--- config.mk ---
export PLATFORM = sky130hd
export DESIGN_NAME = antirrebote_botones
export DESIGN_NICKNAME = d
export VERILOG_FILES = /design/src/rtl/antirrebote_botones_pkg.sv /design/src/rtl/antirrebote_botones_canal.sv /design/src/rtl/antirrebote_botones.sv
export SDC_FILE = /design/constraint.sdc
export NUM_CORES = 1
export LEC_CHECK = 0
export CAP_MARGIN = 20
export CORE_UTILIZATION = 50
export DETAILED_ROUTE_END_ITERATION = 12
export DONT_BUFFER_PORTS = 1
export SLEW_MARGIN = 30
export SYNTH_ARGS = -nofsm -noshare
export SYNTH_HDL_FRONTEND = slang
export SYNTH_SLANG_ARGS = --single-unit
--- constraint.sdc ---
create_clock -name clk -period 3.2 [get_ports clk]
set_input_delay 0.64 -clock clk [delete_from_list [all_inputs] [get_ports clk]]
set_output_delay 0.64 -clock clk [all_outputs]
set_load 0.1 [all_outputs]
--- src/rtl/antirrebote_botones_pkg.sv ---
// Shared definitions for the button debouncer: channel FSM states, default
// timing and the channel index map used by the calculator.
package antirrebote_botones_pkg;

  typedef enum logic {
    ESTABLE  = 1'b0,
    CONTANDO = 1'b1
  } estado_t;

  localparam int CONTADOR_MAX_DEF = 500000;  // 10 ms at 50 MHz
  localparam int ANCHO_CNT_DEF    = 19;

  localparam int BTN_A  = 0;
  localparam int BTN_B  = 1;
  localparam int BTN_OP = 2;

endpackage

--- src/rtl/antirrebote_botones_canal.sv ---
// One button channel: 2-flop synchronizer, stability counter FSM, debounced
// level and a one-cycle strobe on each accepted press.
module antirrebote_canal
  import antirrebote_botones_pkg::*;
#(
  parameter int CONTADOR_MAX = CONTADOR_MAX_DEF,
  parameter int ANCHO_CNT    = ANCHO_CNT_DEF
) (
  input  logic clk,
  input  logic reset,
  input  logic boton,
  output logic nivel,
  output logic pulso,
  output logic ocupado
);

  localparam logic [ANCHO_CNT-1:0] CNT_ULTIMO = ANCHO_CNT'(CONTADOR_MAX - 1);

  logic                 sinc1, sinc2;
  estado_t              estado, estado_sig;
  logic [ANCHO_CNT-1:0] cnt, cnt_sig;
  logic                 nivel_sig, pulso_sig;

  // NOTE: sequential blocks use non-blocking (<=) so every flop samples the
  // pre-edge value of its source; with blocking, sinc2 would see boton directly.
  always_ff @(posedge clk or posedge reset) begin
    if (reset) begin
      sinc1 <= 1'b0;
      sinc2 <= 1'b0;
    end else begin
      sinc1 <= boton;
      sinc2 <= sinc1;
    end
  end

  always_ff @(posedge clk or posedge reset) begin
    if (reset) begin
      estado <= ESTABLE;
      cnt    <= '0;
      nivel  <= 1'b0;
      pulso  <= 1'b0;
    end else begin
      estado <= estado_sig;
      cnt    <= cnt_sig;
      nivel  <= nivel_sig;
      pulso  <= pulso_sig;
    end
  end

  // NOTE: every output of this block gets a default first, so no path
  // through the case leaves a signal unassigned and no latch is inferred.
  always_comb begin
    estado_sig = estado;
    cnt_sig    = cnt;
    nivel_sig  = nivel;
    pulso_sig  = 1'b0;
    unique case (estado)
      ESTABLE: begin
        cnt_sig = '0;
        if (sinc2 != nivel) begin
          estado_sig = CONTANDO;
          cnt_sig    = ANCHO_CNT'(1);
        end
      end
      CONTANDO: begin
        if (sinc2 == nivel) begin
          // Input bounced back before the count completed: glitch rejected.
          estado_sig = ESTABLE;
          cnt_sig    = '0;
        end else if (cnt == CNT_ULTIMO) begin
          estado_sig = ESTABLE;
          cnt_sig    = '0;
          nivel_sig  = sinc2;
          pulso_sig  = sinc2;
        end else begin
          cnt_sig = cnt + ANCHO_CNT'(1);
        end
      end
      default: begin
        estado_sig = ESTABLE;
        cnt_sig    = '0;
      end
    endcase
  end

  assign ocupado = (cnt != '0);

endmodule

--- src/rtl/antirrebote_botones.sv ---
// Debounces the calculator's push buttons (A, B, OP) into clean levels and
// single-cycle load strobes. Optional ANTIRREBOTE_EXCLUSIVO_EN: one strobe per cycle.
module antirrebote_botones
  import antirrebote_botones_pkg::*;
#(
  parameter int N_BOTONES    = 3,
  parameter int CONTADOR_MAX = CONTADOR_MAX_DEF,
  parameter int ANCHO_CNT    = ANCHO_CNT_DEF
) (
  input  logic                 clk,
  input  logic                 reset,
  input  logic [N_BOTONES-1:0] botones_in,
  output logic [N_BOTONES-1:0] botones_nivel,
  output logic [N_BOTONES-1:0] botones_pulso,
  output logic                 ocupado
);

  logic [N_BOTONES-1:0] pulso_canal;
  logic [N_BOTONES-1:0] ocupado_canal;

  for (genvar i = 0; i < N_BOTONES; i++) begin : g_canal
    antirrebote_canal #(
      .CONTADOR_MAX(CONTADOR_MAX),
      .ANCHO_CNT   (ANCHO_CNT)
    ) u_canal (
      .clk    (clk),
      .reset  (reset),
      .boton  (botones_in[i]),
      .nivel  (botones_nivel[i]),
      .pulso  (pulso_canal[i]),
      .ocupado(ocupado_canal[i])
    );
  end

  assign ocupado = |ocupado_canal;

`ifdef ANTIRREBOTE_EXCLUSIVO_EN
  // Isolate the lowest set bit so the calculator never sees two loads at once.
  assign botones_pulso = pulso_canal & (~pulso_canal + N_BOTONES'(1));
`else
  assign botones_pulso = pulso_canal;
`endif

endmodule

==> results <==
- The post-synthesis instance area is 3590 um^2.
- Signal routing reaches up to met4.
- Once detailed placement completed, the half-perimeter wirelength came to 4680 um.
- The number of ports placed on the die boundary is 12.
- In this run the power density over the cells is 460 nW/um^2.
- No sink is reached through more buffers than the 2 on the longest clock path.
- The number of design-rule violations left by the first detailed-router iteration is 117.
- The kind of path behind the tightest hold check is input pin to asynchronous set/reset pin.
- The initial cell density of the core is 52.3%.
- Of the total power, registers draw 52.0%.
- The number of hold violations in the final report came to 0.
- The kind of launch point of the worst setup path is a flip-flop.
- For this block, the via count after detailed routing is 2535.
- The count of nets left with antenna violations after detail routing is 0.
- Synthesis produced 358 cells.
- Summed over all layers, the global routing overflow is 0.
- Data on the critical path is required at its endpoint by 2.56 ns.
- For the worst-skew pair, the clock arrives at the later sink with an insertion delay of 0.35 ns.
- The type of the worst setup path is flip-flop to output port.
- Global routing consumed, over all layers together, 20.7% of the routing resources.
- The worst path needs 2.53 ns of the cycle, external delays included.
- Summing all multi-input logic gate instances after layout gives 1620 um^2.
- The power dissipated by switching net loads is 394 uW.
- IR analysis of the VDD net gives a maximum drop of 0.230 mV.
- The cell-internal power is 1390 uW.
- After floorplanning, the core was divided into 30 placement rows.
- The number of nets in the layout is 369.
- For this design, the CTS-stage hold fixing added 0 buffers.
- The count of distinct cell types in the synthesized netlist is 40.
- TritonCTS built the clock tree.
- The layout cell share with drive strength beyond 1 is 9.64%.
- The slowest cell on the critical path is sky130_fd_sc_hd__or4_1.
- Summing the sequential cell areas from Yosys gives 50.1% of the chip area.
- Static timing analysis puts the maximum clock frequency at 395 MHz.
- The number of antenna violations at the first check in global routing is 0.
- The sum of met3 wire segment lengths after detailed routing is 187 um.
- Traced cell by cell, the critical path runs through or4_1 -> nor2_1 -> nand4_1 -> buf_4.
- The largest single stage delay on the critical path is 0.52 ns.
- After synthesis, the mean cell area works out to 10.0 um^2.
- The most instantiated flip-flop cell in the synthesis netlist is sky130_fd_sc_hd__dfrtp_1.
- In this run, the combinational gates consume 3.8% of the power.
- The via count of the first global-routing pass came to 2452.
- Clock tree synthesis inserted a total of 9 buffers.
- Entering global routing, the biggest net connects 47 pins.
- Measured against its own limit, the worst slew margin works out to 42.7%.
- The number of H-tree levels is 3.
- Counting instances in the post-synthesis netlist gives the leading cell types as sky130_fd_sc_hd__dfrtp_1 (72), sky130_fd_sc_hd__nor2_1 (47), sky130_fd_sc_hd__xor2_1 (26).
- The repair_antennas step left the layout with diodes totalling 0.
- The number of enable flip-flop cells after synthesis is 0.
- The final weighted congestion in routability-driven placement is 0.756.
- Summing all flip-flop and latch instances after layout gives 1800 um^2.
- In the finished design, the share of the clock period the worst path needs comes to 79.2%.
- The first detailed-routing pass took 5 iterations.
- The setup total negative slack is 0 ns.
- The clock slew seen by the registers of the worst setup and hold paths is 0.07 ns.
- The number of gates given a new drive strength after cts is 0.
- The warning count from the yosys run is 0.
- The number of design rule violations left after detail routing is 0.
- The critical path endpoint category is an output port.
- The share of synthesized area in the top cell type comes to 50.1%.
- In the final routed layout, each cell accounts on average for 14.9 um.
- Leaving out filler cells and counting taps, the final layout contains 459.
- The count of pins over their slew limit came to 0.
- The highest fanout seen on the critical path is 4.
- Wire segments on met2 add up to 3160 um in the final route.
- The static leakage is 0.00161 uW.
- Together, buffers and inverters on the worst path number 1.
- In this run the clock root is driven by a sky130_fd_sc_hd__clkbuf_8.
- Clock tree synthesis found a total of 72 sinks.
- The area of the core region is 6870 um^2.
- The most common cell in the netlist is sky130_fd_sc_hd__dfrtp_1.
- The biggest area consumer among synthesized cells is sky130_fd_sc_hd__dfrtp_1.
- Clock skew on the completed layout was measured at 0.00540 ns.
- Relative to the synthesized area, the layout overhead comes to 8.11%.
- The number of failing setup endpoints in the final timing report is 0.
- The finished cells cover 3880 um^2.
- The tool flagged a number of max-cap violations equal to 0.
- The number of setup buffers added after CTS is 0.
- The die covers 7530 um^2.
- STA puts the critical path data arrival time at 1.89 ns.
- In this run, synthesis produced a sequential element count of 72.
- Counting tap cells, the placed design contains a total of 443 instances.
- Setup repair after global routing left no endpoint under its margin.
- After detailed routing, the number of vias per cell comes to 5.52.
- The die extent in x is 86.8 um.
- In this run the cell area measured after placement is 3660 um^2.
- Net switching is 22.0% of the power.
- The measured slew at the worst slew-check pin is 0.860 ns.
- For this run, asynchronously set or reset flops after synthesis account for 100%.
- The share of power burned in the clock network is 44.2%.
- Sorting the synthesized cells by area gives the leading types as sky130_fd_sc_hd__dfrtp_1 (50%), sky130_fd_sc_hd__xor2_1 (6.3%), sky130_fd_sc_hd__nor2_1 (4.9%), sky130_fd_sc_hd__nand4_1 (3.5%), sky130_fd_sc_hd__xnor2_1 (3.2%).
- The number of nets in the synthesized netlist is 369.
- The quantity of I/O buffers inserted on ports is 0.
- The flow ran to the end, and the final reports show no timing, DRC or antenna violations.
- The filler cells instantiated in the layout total 620.
- The first-pass GRT wire length is 11800 um.
- For this block, wires on met1 add up to 3410 um.
- The vertical die dimension is 86.8 um.
- In this design, the largest share of critical-path delay is due to simple AND/OR/NAND/NOR gates.
- The wire length after detailed routing is 6850 um.
## layout make-up
class / instances / share of cell area, %
clock buffer: 10 / 3.54
tap: 96 / 3.09
timing repair buffer: 6 / 1.48
sequential: 72 / 46.4
multi-input combinational: 252 / 41.7
inverter: 17 / 1.64
clock inverter: 6 / 2.13
## routing by layer
metal,vias to the layer above,global-route usage [%]
li1,1270,-
met1,1221,28.1
met2,33,31.9
met3,11,5.14
met4,0,8.33
met5,-,0
## flip-flops by register name, summed over array words and instances (netlist names)
signal                  cells
g_canal.u_canal.cnt        57
g_canal.u_canal.pulso       3
g_canal.u_canal.nivel       3
g_canal.u_canal.estado      3
g_canal.u_canal.sinc1       3
g_canal.u_canal.sinc2       3
## metrics by stage
stage                     power, uW  utilization, %  setup slack, ns  hold WS, ns
after global routing           1870            56.6            0.433        0.266
after detailed placement       1020            53.4             1.01        0.339
after CTS                      1820            56.6            0.623        0.237
final                          1790            56.6            0.667        0.234
after floorplan                 998               -            0.562        0.331
after global placement         1020            53.4             1.00        0.334
## cells in the final DEF, fill, tap and decap left out, types with 6 or more instances in the layout
cell type                  count
sky130_fd_sc_hd__dfrtp_1      72
sky130_fd_sc_hd__nor2_1       47
sky130_fd_sc_hd__xor2_1       26
sky130_fd_sc_hd__nand4_1      20
sky130_fd_sc_hd__nand3_1      19
sky130_fd_sc_hd__nand2_1      17
sky130_fd_sc_hd__inv_1        16
sky130_fd_sc_hd__a21oi_1      16
sky130_fd_sc_hd__xnor2_1      13
sky130_fd_sc_hd__nor4_1       13
sky130_fd_sc_hd__o21ai_0      10
sky130_fd_sc_hd__clkbuf_8     10
sky130_fd_sc_hd__and4_1        9
sky130_fd_sc_hd__or4_1         9
sky130_fd_sc_hd__or3_1         9
sky130_fd_sc_hd__o31ai_1       7
sky130_fd_sc_hd__ha_1          6
## cells by family (layout without fill, tap and decap cells)
| kind of cell | Yosys count | in the layout | synth area share (%) |
|---|---|---|---|
| and+or+nand+nor | 166 | 166 | 26.0 |
| DFF | 72 | 72 | 50.1 |
| xor gates and xnor gates | 39 | 39 | 9.51 |
| AOI/OAI and AO/OA | 38 | 38 | 6.51 |
| buffers and inverters | 34 | 39 | 4.74 |
| adders and majority gates | 6 | 6 | 2.09 |
| muxes | 3 | 3 | 1.04 |
## worst paths after layout
path / startpoint / endpoint / slack, ns / depth (start not counted)
worst max register to register: g_canal[2].u_canal.cnt[0] / g_canal[2].u_canal.nivel / 1.02 / 5
worst max-delay path: g_canal[0].u_canal.cnt[10] / ocupado / 0.67 / 4
min in group clk: botones_in[0] / g_canal[0].u_canal.sinc1 / 0.32 / 0
max in group asynchronous: reset / g_canal[0].u_canal.cnt[13] / 2.32 / 2
worst min register to register: g_canal[0].u_canal.sinc1 / g_canal[0].u_canal.sinc2 / 0.35 / 0
worst min-delay path: reset / g_canal[2].u_canal.cnt[5] / 0.23 / 1
## worst reg2reg max path, stage by stage (launching register included)
cell and delay, ns:
sky130_fd_sc_hd__dfrtp_1 0.39, sky130_fd_sc_hd__ha_1 0.22, sky130_fd_sc_hd__and4_1 0.43, sky130_fd_sc_hd__nand4_4 0.18, sky130_fd_sc_hd__or4b_4 0.54, sky130_fd_sc_hd__mux2_4 0.31
## power groups by stage
stage | registers (uW) | clock network, uW | logic (uW)
after detailed placement | 948 | 0 | 70.3
after global placement | 947 | 0 | 70.4
after CTS | 930 | 816 | 70.4
after floorplan | 945 | 0 | 53.3
final | 930 | 790 | 67.9
after global routing | 931 | 856 | 78.9
Note: power is estimated with default switching activity, not from simulation.
